==> config.mk <==
export PLATFORM = sky130hd
export DESIGN_NAME = mem_stage
export DESIGN_NICKNAME = d
export VERILOG_FILES = /design/src/rtl/mem_stage_pkg.sv /design/src/rtl/mem_load_ext.sv /design/src/rtl/mem_stage.sv
export SDC_FILE = /design/constraint.sdc
export NUM_CORES = 1
export LEC_CHECK = 0
export ABC_AREA = 1
export BUFFER_PORTS_ARGS = -buffer_cell sky130_fd_sc_hd__buf_2
export CAP_MARGIN = 20
export CORE_MARGIN = 4
export CORE_UTILIZATION = 53
export CTS_BUF_LIST = sky130_fd_sc_hd__clkbuf_2
export DETAILED_ROUTE_END_ITERATION = 8
export PLACE_DENSITY = 0.8
export SLEW_MARGIN = 0
export SYNTH_ARGS = -nofsm -noshare
export SYNTH_HDL_FRONTEND = slang
export SYNTH_SLANG_ARGS = --single-unit
==> constraint.sdc <==
create_clock -name clk -period 3.7 [get_ports clk]
set_clock_uncertainty 0.15 [all_clocks]
set_input_delay 0.37 -clock clk [delete_from_list [all_inputs] [get_ports clk]]
set_output_delay 0.37 -clock clk [all_outputs]
set_load 0.005 [all_outputs]
==> src/rtl/mem_stage_pkg.sv <==
// Shared definitions for the memory-access stage: widths, op encodings,
// FSM state encoding and per-op decode helpers.
package mem_stage_pkg;

   localparam int unsigned RegLen     = 32;
   localparam int unsigned RegAddrLen = 5;
   localparam int unsigned AddrLen    = 32;
   localparam int unsigned OpLen      = 4;

   typedef logic [OpLen-1:0] op_t;

   // Any code outside OpLb..OpSw is a non-memory op; OpAlu is one such code.
   localparam op_t OpAlu = 4'd0;
   localparam op_t OpLb  = 4'd1;
   localparam op_t OpLh  = 4'd2;
   localparam op_t OpLw  = 4'd3;
   localparam op_t OpLbu = 4'd4;
   localparam op_t OpLhu = 4'd5;
   localparam op_t OpSb  = 4'd6;
   localparam op_t OpSh  = 4'd7;
   localparam op_t OpSw  = 4'd8;

   typedef enum logic [1:0] {
      StIdle   = 2'd0,
      StAccess = 2'd1,
      StDone   = 2'd2
   } state_e;

   function automatic logic is_load(input op_t op);
      return (op == OpLb) || (op == OpLh) || (op == OpLw) || (op == OpLbu) || (op == OpLhu);
   endfunction

   function automatic logic is_store(input op_t op);
      return (op == OpSb) || (op == OpSh) || (op == OpSw);
   endfunction

   function automatic logic is_mem(input op_t op);
      return is_load(op) || is_store(op);
   endfunction

   // Index of the final byte of the access (byte count minus one).
   function automatic logic [1:0] last_byte(input op_t op);
      logic [1:0] r;
      case (op)
         OpLh, OpLhu, OpSh: r = 2'd1;
         OpLw, OpSw:        r = 2'd3;
         default:           r = 2'd0;
      endcase
      return r;
   endfunction

   function automatic logic is_misaligned(input op_t op, input logic [1:0] addr_lo);
      logic r;
      case (op)
         OpLh, OpLhu, OpSh: r = addr_lo[0];
         OpLw, OpSw:        r = (addr_lo != 2'b00);
         default:           r = 1'b0;
      endcase
      return r;
   endfunction

endpackage

==> src/rtl/mem_load_ext.sv <==
// Sign/zero extension of the assembled little-endian load buffer by op.
module mem_load_ext
   import mem_stage_pkg::*;
(
   input  op_t         op,
   input  logic [31:0] load_buf,
   output logic [31:0] load_val
);

   // Select the extension for the loaded width.
   always_comb begin
      load_val = load_buf;
      case (op)
         OpLb:    load_val = {{24{load_buf[7]}}, load_buf[7:0]};
         OpLh:    load_val = {{16{load_buf[15]}}, load_buf[15:0]};
         OpLbu:   load_val = {24'h0, load_buf[7:0]};
         OpLhu:   load_val = {16'h0, load_buf[15:0]};
         default: load_val = load_buf;
      endcase
   end

endmodule

==> src/rtl/mem_stage.sv <==
// Memory-access pipeline stage: breaks loads/stores into byte transactions on
// the memory-controller port, stalls upstream meanwhile, and presents a
// one-cycle write-back result.
// Optional macro MEM_ALIGN_CHECK_EN: misaligned H/W accesses are rejected
// without touching memory and flagged on mem_misalign.
module mem_stage
   import mem_stage_pkg::*;
(
   input  logic                  clk,
   input  logic                  rst,
   input  logic                  rdy,
   input  logic                  ex_mem_rdy,
   input  logic [RegLen-1:0]     mem_rd_data,
   input  logic [RegAddrLen-1:0] mem_rd_addr,
   input  logic [AddrLen-1:0]    mem_addr_i,
   input  op_t                   mem_op,
   output logic                  mctl_req,
   output logic                  mctl_we,
   output logic [AddrLen-1:0]    mctl_addr,
   output logic [7:0]            mctl_wdata,
   input  logic [7:0]            mctl_rdata,
   input  logic                  mctl_done,
   output logic                  stall_req,
   output logic                  wb_valid,
   output logic                  wb_we,
   output logic [RegAddrLen-1:0] wb_rd_addr,
`ifdef MEM_ALIGN_CHECK_EN
   output logic                  mem_misalign,
`endif
   output logic [RegLen-1:0]     wb_rd_data
);

   state_e                  state_q, state_d;
   op_t                     op_q, op_d;
   logic [AddrLen-1:0]      addr_q, addr_d;
   logic [RegLen-1:0]       data_q, data_d;
   logic [RegAddrLen-1:0]   rd_q, rd_d;
   logic [1:0]              cnt_q, cnt_d;
   logic [1:0]              last_q, last_d;
   logic [31:0]             lbuf_q, lbuf_d;
   logic                    misalign_q, misalign_d;
   logic                    misalign_in;
   logic [31:0]             load_val;
   logic                    in_idle, in_access, in_done;

`ifdef MEM_ALIGN_CHECK_EN
   assign misalign_in = is_misaligned(mem_op, mem_addr_i[1:0]);
`else
   assign misalign_in = 1'b0;
`endif

   assign in_idle   = (state_q == StIdle);
   assign in_access = (state_q == StAccess);
   assign in_done   = (state_q == StDone);

   mem_load_ext u_load_ext (
      .op       (op_q),
      .load_buf (lbuf_q),
      .load_val (load_val)
   );

   // Next-state logic: accept in IDLE, step the byte loop in ACCESS.
   always_comb begin
      state_d    = state_q;
      op_d       = op_q;
      addr_d     = addr_q;
      data_d     = data_q;
      rd_d       = rd_q;
      cnt_d      = cnt_q;
      last_d     = last_q;
      lbuf_d     = lbuf_q;
      misalign_d = misalign_q;
      case (state_q)
         StIdle: begin
            if (ex_mem_rdy) begin
               op_d       = mem_op;
               addr_d     = mem_addr_i;
               data_d     = mem_rd_data;
               rd_d       = mem_rd_addr;
               cnt_d      = 2'd0;
               last_d     = last_byte(mem_op);
               lbuf_d     = 32'h0;
               misalign_d = misalign_in;
               state_d    = (is_mem(mem_op) && !misalign_in) ? StAccess : StDone;
            end
         end
         StAccess: begin
            if (mctl_done) begin
               if (is_load(op_q)) begin
                  lbuf_d[{cnt_q, 3'b000} +: 8] = mctl_rdata;
               end
               cnt_d = cnt_q + 2'd1;
               if (cnt_q == last_q) begin
                  state_d = StDone;
               end
            end
         end
         StDone: begin
            state_d = StIdle;
         end
         default: begin
            state_d = StIdle;
         end
      endcase
   end

   // State register; rdy low freezes everything, including the byte counter.
   always_ff @(posedge clk or negedge rst) begin
      if (!rst) begin
         state_q    <= StIdle;
         op_q       <= OpAlu;
         addr_q     <= '0;
         data_q     <= '0;
         rd_q       <= '0;
         cnt_q      <= 2'd0;
         last_q     <= 2'd0;
         lbuf_q     <= 32'h0;
         misalign_q <= 1'b0;
      end else if (rdy) begin
         state_q    <= state_d;
         op_q       <= op_d;
         addr_q     <= addr_d;
         data_q     <= data_d;
         rd_q       <= rd_d;
         cnt_q      <= cnt_d;
         last_q     <= last_d;
         lbuf_q     <= lbuf_d;
         misalign_q <= misalign_d;
      end
   end

   // Outputs decode from registered state, so reset clears them asynchronously.
   always_comb begin
      mctl_req   = in_access;
      mctl_we    = in_access && is_store(op_q);
      mctl_addr  = in_access ? (addr_q + {30'h0, cnt_q}) : '0;
      mctl_wdata = in_access ? data_q[{cnt_q, 3'b000} +: 8] : 8'h0;
      stall_req  = (in_idle && ex_mem_rdy && is_mem(mem_op) && !misalign_in) || in_access;
      wb_valid   = in_done;
      wb_we      = in_done && !misalign_q && !is_store(op_q) && (rd_q != '0);
      wb_rd_addr = in_done ? rd_q : '0;
      wb_rd_data = in_done ? (is_load(op_q) ? load_val : data_q) : '0;
   end

`ifdef MEM_ALIGN_CHECK_EN
   // Misalign flag accompanies the write-back pulse only.
   always_comb begin
      mem_misalign = in_done && misalign_q;
   end
`endif

endmodule

==> results.py <==
metrics = {
    "run_status": {
        "status": "completed",
    },
    "clock_network": {
        "h-tree-depth": 3,
        "clock-sinks": 111,
        "post_cts_buffers": 0,
        "clk_pin_slew_worst_paths_ns": 0.29,
        "cts_buffer_depth": 2,
        "cts_buffers": 9,
        "cts_tree": "yes",
        "worstSkewPairLatency_ns": 0.65,
        "root_buffer": "clkbuf_2",
    },
    "timing": {
        "fin_crit_ns": 3.40,
        "max_clock_freq_mhz": 295,
        "slew_violations": 0,
        "fin_crit_sh_pct": 91.8,
        "finalSetupViolCount": 0,
        "relSlewSlack_pct": 36.6,
        "rsz0062_at_grt": "false",
        "worst_slew_pin_slew_ns": 0.949,
        "setup_tns_ns": 0,
        "finalHoldViolations": 0,
    },
    "pwr": {
        "peakVddDrop_uv": 393,
        "powerDensity_mw_per_mm2": 694,
        "pwr-share-clk_pct": 9.9,
        "switchingPower_mw": 2.87,
        "p_int_mw": 3.00,
        "power.share.sequential_pct": 36.3,
        "pwr-share-comb_pct": 53.8,
        "power_mw": 5.87,
        "p_sw_share_pct": 48.9,
        "p_leak_nw": 4.13,
    },
    "global_route": {
        "grt_first_pass_wirelength_mm": 33.5,
        "grt_pass1_vias": 6727,
        "overflow": 0,
        "grt_usage_pct": 29.7,
        "grt_max_degree": 72,
        "antenna_found_initial": 1,
    },
    "placed_design": {
        "placedCellCount": 1165,
        "dpl_cell_area_mm2": 0.00746,
        "hpwl_mm": 14.1,
        "place_congestion": 0.947,
        "port_buffers": 167,
    },
    "die": {
        "die_w_um": 119,
        "start_util_pct": 54.3,
        "row_count": 40,
        "die-area_mm2": 0.0142,
        "pin_count": 168,
        "coreArea_mm2": 0.0120,
        "fp.dieH_um": 119,
    },
    "logic_synthesis": {
        "syn-num-nets": 969,
        "syn_inst": 876,
        "yosys_warnings": 0,
        "synth_edf_count": 0,
        "netlist_area_mm2": 0.00653,
        "yosysUniqueCellTypes": 35,
        "ys.flop_type": "dfrtp_1",
        "ys_seq_elements": 111,
        "ys_seq_area_share_pct": 42.6,
        "ys_async_sr_fraction_pct": 100,
        "avgSynthCellArea_um2": 7.45,
    },
    "worst_setup_path": {
        "cp.required_ns": 3.18,
        "path_max_fanout": 26,
        "startpoint": "op_q[3]",
        "criticalPathCategory": "flop to primary output",
        "r2r_start": "cnt_q[1]",
        "worst_setup_path_start_kind": "flop",
        "end_kind": "primary output",
        "cp.arrival_ns": 2.88,
    },
    "drt": {
        "ant_nets": 0,
        "avgRoutedWirePerCell_um": 16.4,
        "post-route-drc-count": 0,
        "dr.pass1.iters": 7,
        "vias_per_cell": 5.42,
        "drt_iter0_drc": 653,
        "wirelength_mm": 20.9,
        "vias": 6883,
    },
    "layout": {
        "fillerInstances": 971,
        "finalNonFillerCells": 1271,
        "fin_area_mm2": 0.00846,
        "syn_to_final_growth_pct": 29.7,
        "num-nets-final": 1210,
        "layout-drive-gt1-share_pct": 22.9,
    },
    "flow_run": {
        "drv_cap": 0,
    },
    "worst_hold_path": {
        "hold_class": "input port to async pin",
    },
}
-- critical path: stages, from the launching register on --
cell     delay [ns]
dfrtp_1        0.49
nor2_1         0.21
nand2_1        0.11
nand2_1        0.08
buf_4          0.26
nand2_1        0.13
a21oi_2        0.57
a21oi_1        0.19
buf_2          0.18
-- power by group through the flow --
| stage | registers [mW] | clock network, mW | logic [mW] |
|---|---|---|---|
| finish | 2.13 | 0.582 | 3.16 |
| floorplan | 1.97 | 0 | 2.11 |
| CTS | 2.11 | 0.588 | 3.10 |
| global placement | 2.12 | 0 | 2.97 |
| global route | 2.19 | 0.630 | 3.52 |
| detailed placement | 2.13 | 0 | 3.01 |
-- final cells by class --
type,count,area [µm²],share of cell area (%)
multi-input cells,664,3330,39.3
inverters,66,248,2.93
well taps,147,184,2.17
diodes,2,5.00,0.0591
repair buffers,265,1810,21.3
clock buffers,11,55.1,0.650
clock inverters,5,57.6,0.680
flip-flops and latches,111,2780,32.8
-- metal layers --
metal	wire (µm)	GRT usage [%]	vias up
li1	-	-	3327
met1	8760	38.1	3141
met2	9750	48.2	345
met3	1520	6.55	70
met4	844	13.6	0
met5	0	0	-
-- layout by cell type, fill, tap and decap left out, types with 2 or more instances in the layout --
cell type        n
nand3_4          5
o21ai_1         20
xnor2_1          5
dlygate4sd3_1   88
nor3_1           6
dfrtp_1        110
nor2_2           5
a21oi_1         94
clkinv_2         2
buf_4           10
nand2_1        219
inv_1           62
mux2_2          35
o21ai_0         64
diode_2          2
nor2_1         144
nand3_1         33
o21ai_2         12
buf_2          166
nand4_1          4
clkbuf_2        11
clkinv_1         3
ha_1             6
-- cells in the mapped netlist, types with 3 or more instances --
cell type / n / area (µm²)
mux2_2: 35 / 394
buf_6: 4 / 45.0
nor3_1: 6 / 30.0
a21oi_1: 94 / 470
o21ai_0: 64 / 320
o21ai_2: 12 / 105
nor2_1: 145 / 544
clkbuf_1: 14 / 52.6
nand3_4: 4 / 70.1
o21ai_1: 20 / 100
dfrtp_1: 111 / 2780
nand3_1: 34 / 170
buf_2: 13 / 65.1
clkinv_1: 3 / 11.3
nand2_1: 219 / 822
inv_1: 62 / 233
xnor2_1: 5 / 43.8
ha_1: 6 / 75.1
nand4_1: 4 / 25.0
nor2_2: 4 / 25.0
-- state kept, by name (all words and copies together), names as in the netlist --
register and cells:
cnt_q 2, lbuf_q 32, addr_q 32, data_q 32, state_q 2, op_q 4
rd_q 5, last_q 2
-- path summary, 6_finish.rpt --
path / endpoint / slack, ns / cells past startpoint
max: wb_rd_data[20] / 0.30 / 8
min reg2reg: lbuf_q[11] / 0.38 / 2
max reg2reg: lbuf_q[5] / 0.99 / 7
min in group clk: data_q[16] / 0.31 / 3
min: addr_q[20] / 0.18 / 2
max in group asynchronous: data_q[23] / 2.48 / 3
-- timing repair --
action,4_1_cts,5_1_grt
hold endpoints to repair,180,0
resized for setup,0,1
endpoints found under the setup margin,0,3
hold buffers,88,0
-- per-stage QoR --
step                      hold slack, ns  worst slack, ns  util (%)
after CTS                          0.205            0.209      70.4
after floorplan                  -0.0756             1.48         -
final                              0.183            0.305      70.5
after global placement             0.316             1.03      62.1
after global routing               0.218           0.0637      70.5
after detailed placement           0.321            0.972      62.1
-- logic make-up (layout without fill, tap and decap cells) --
logic type	Yosys count	after routing	share of synthesized area, %
AO/OA/AOI/OAI	193	193	15.6
XOR/XNOR	6	6	0.805
adder cells (fa/ha/maj)	7	7	1.46
buffers and inverters	101	347	6.63
flip-flops	111	111	42.6
multiplexers	35	35	6.04
other	0	2	0
AND/OR/NAND/NOR	423	423	26.9
Power figures use the tool's default switching activity.
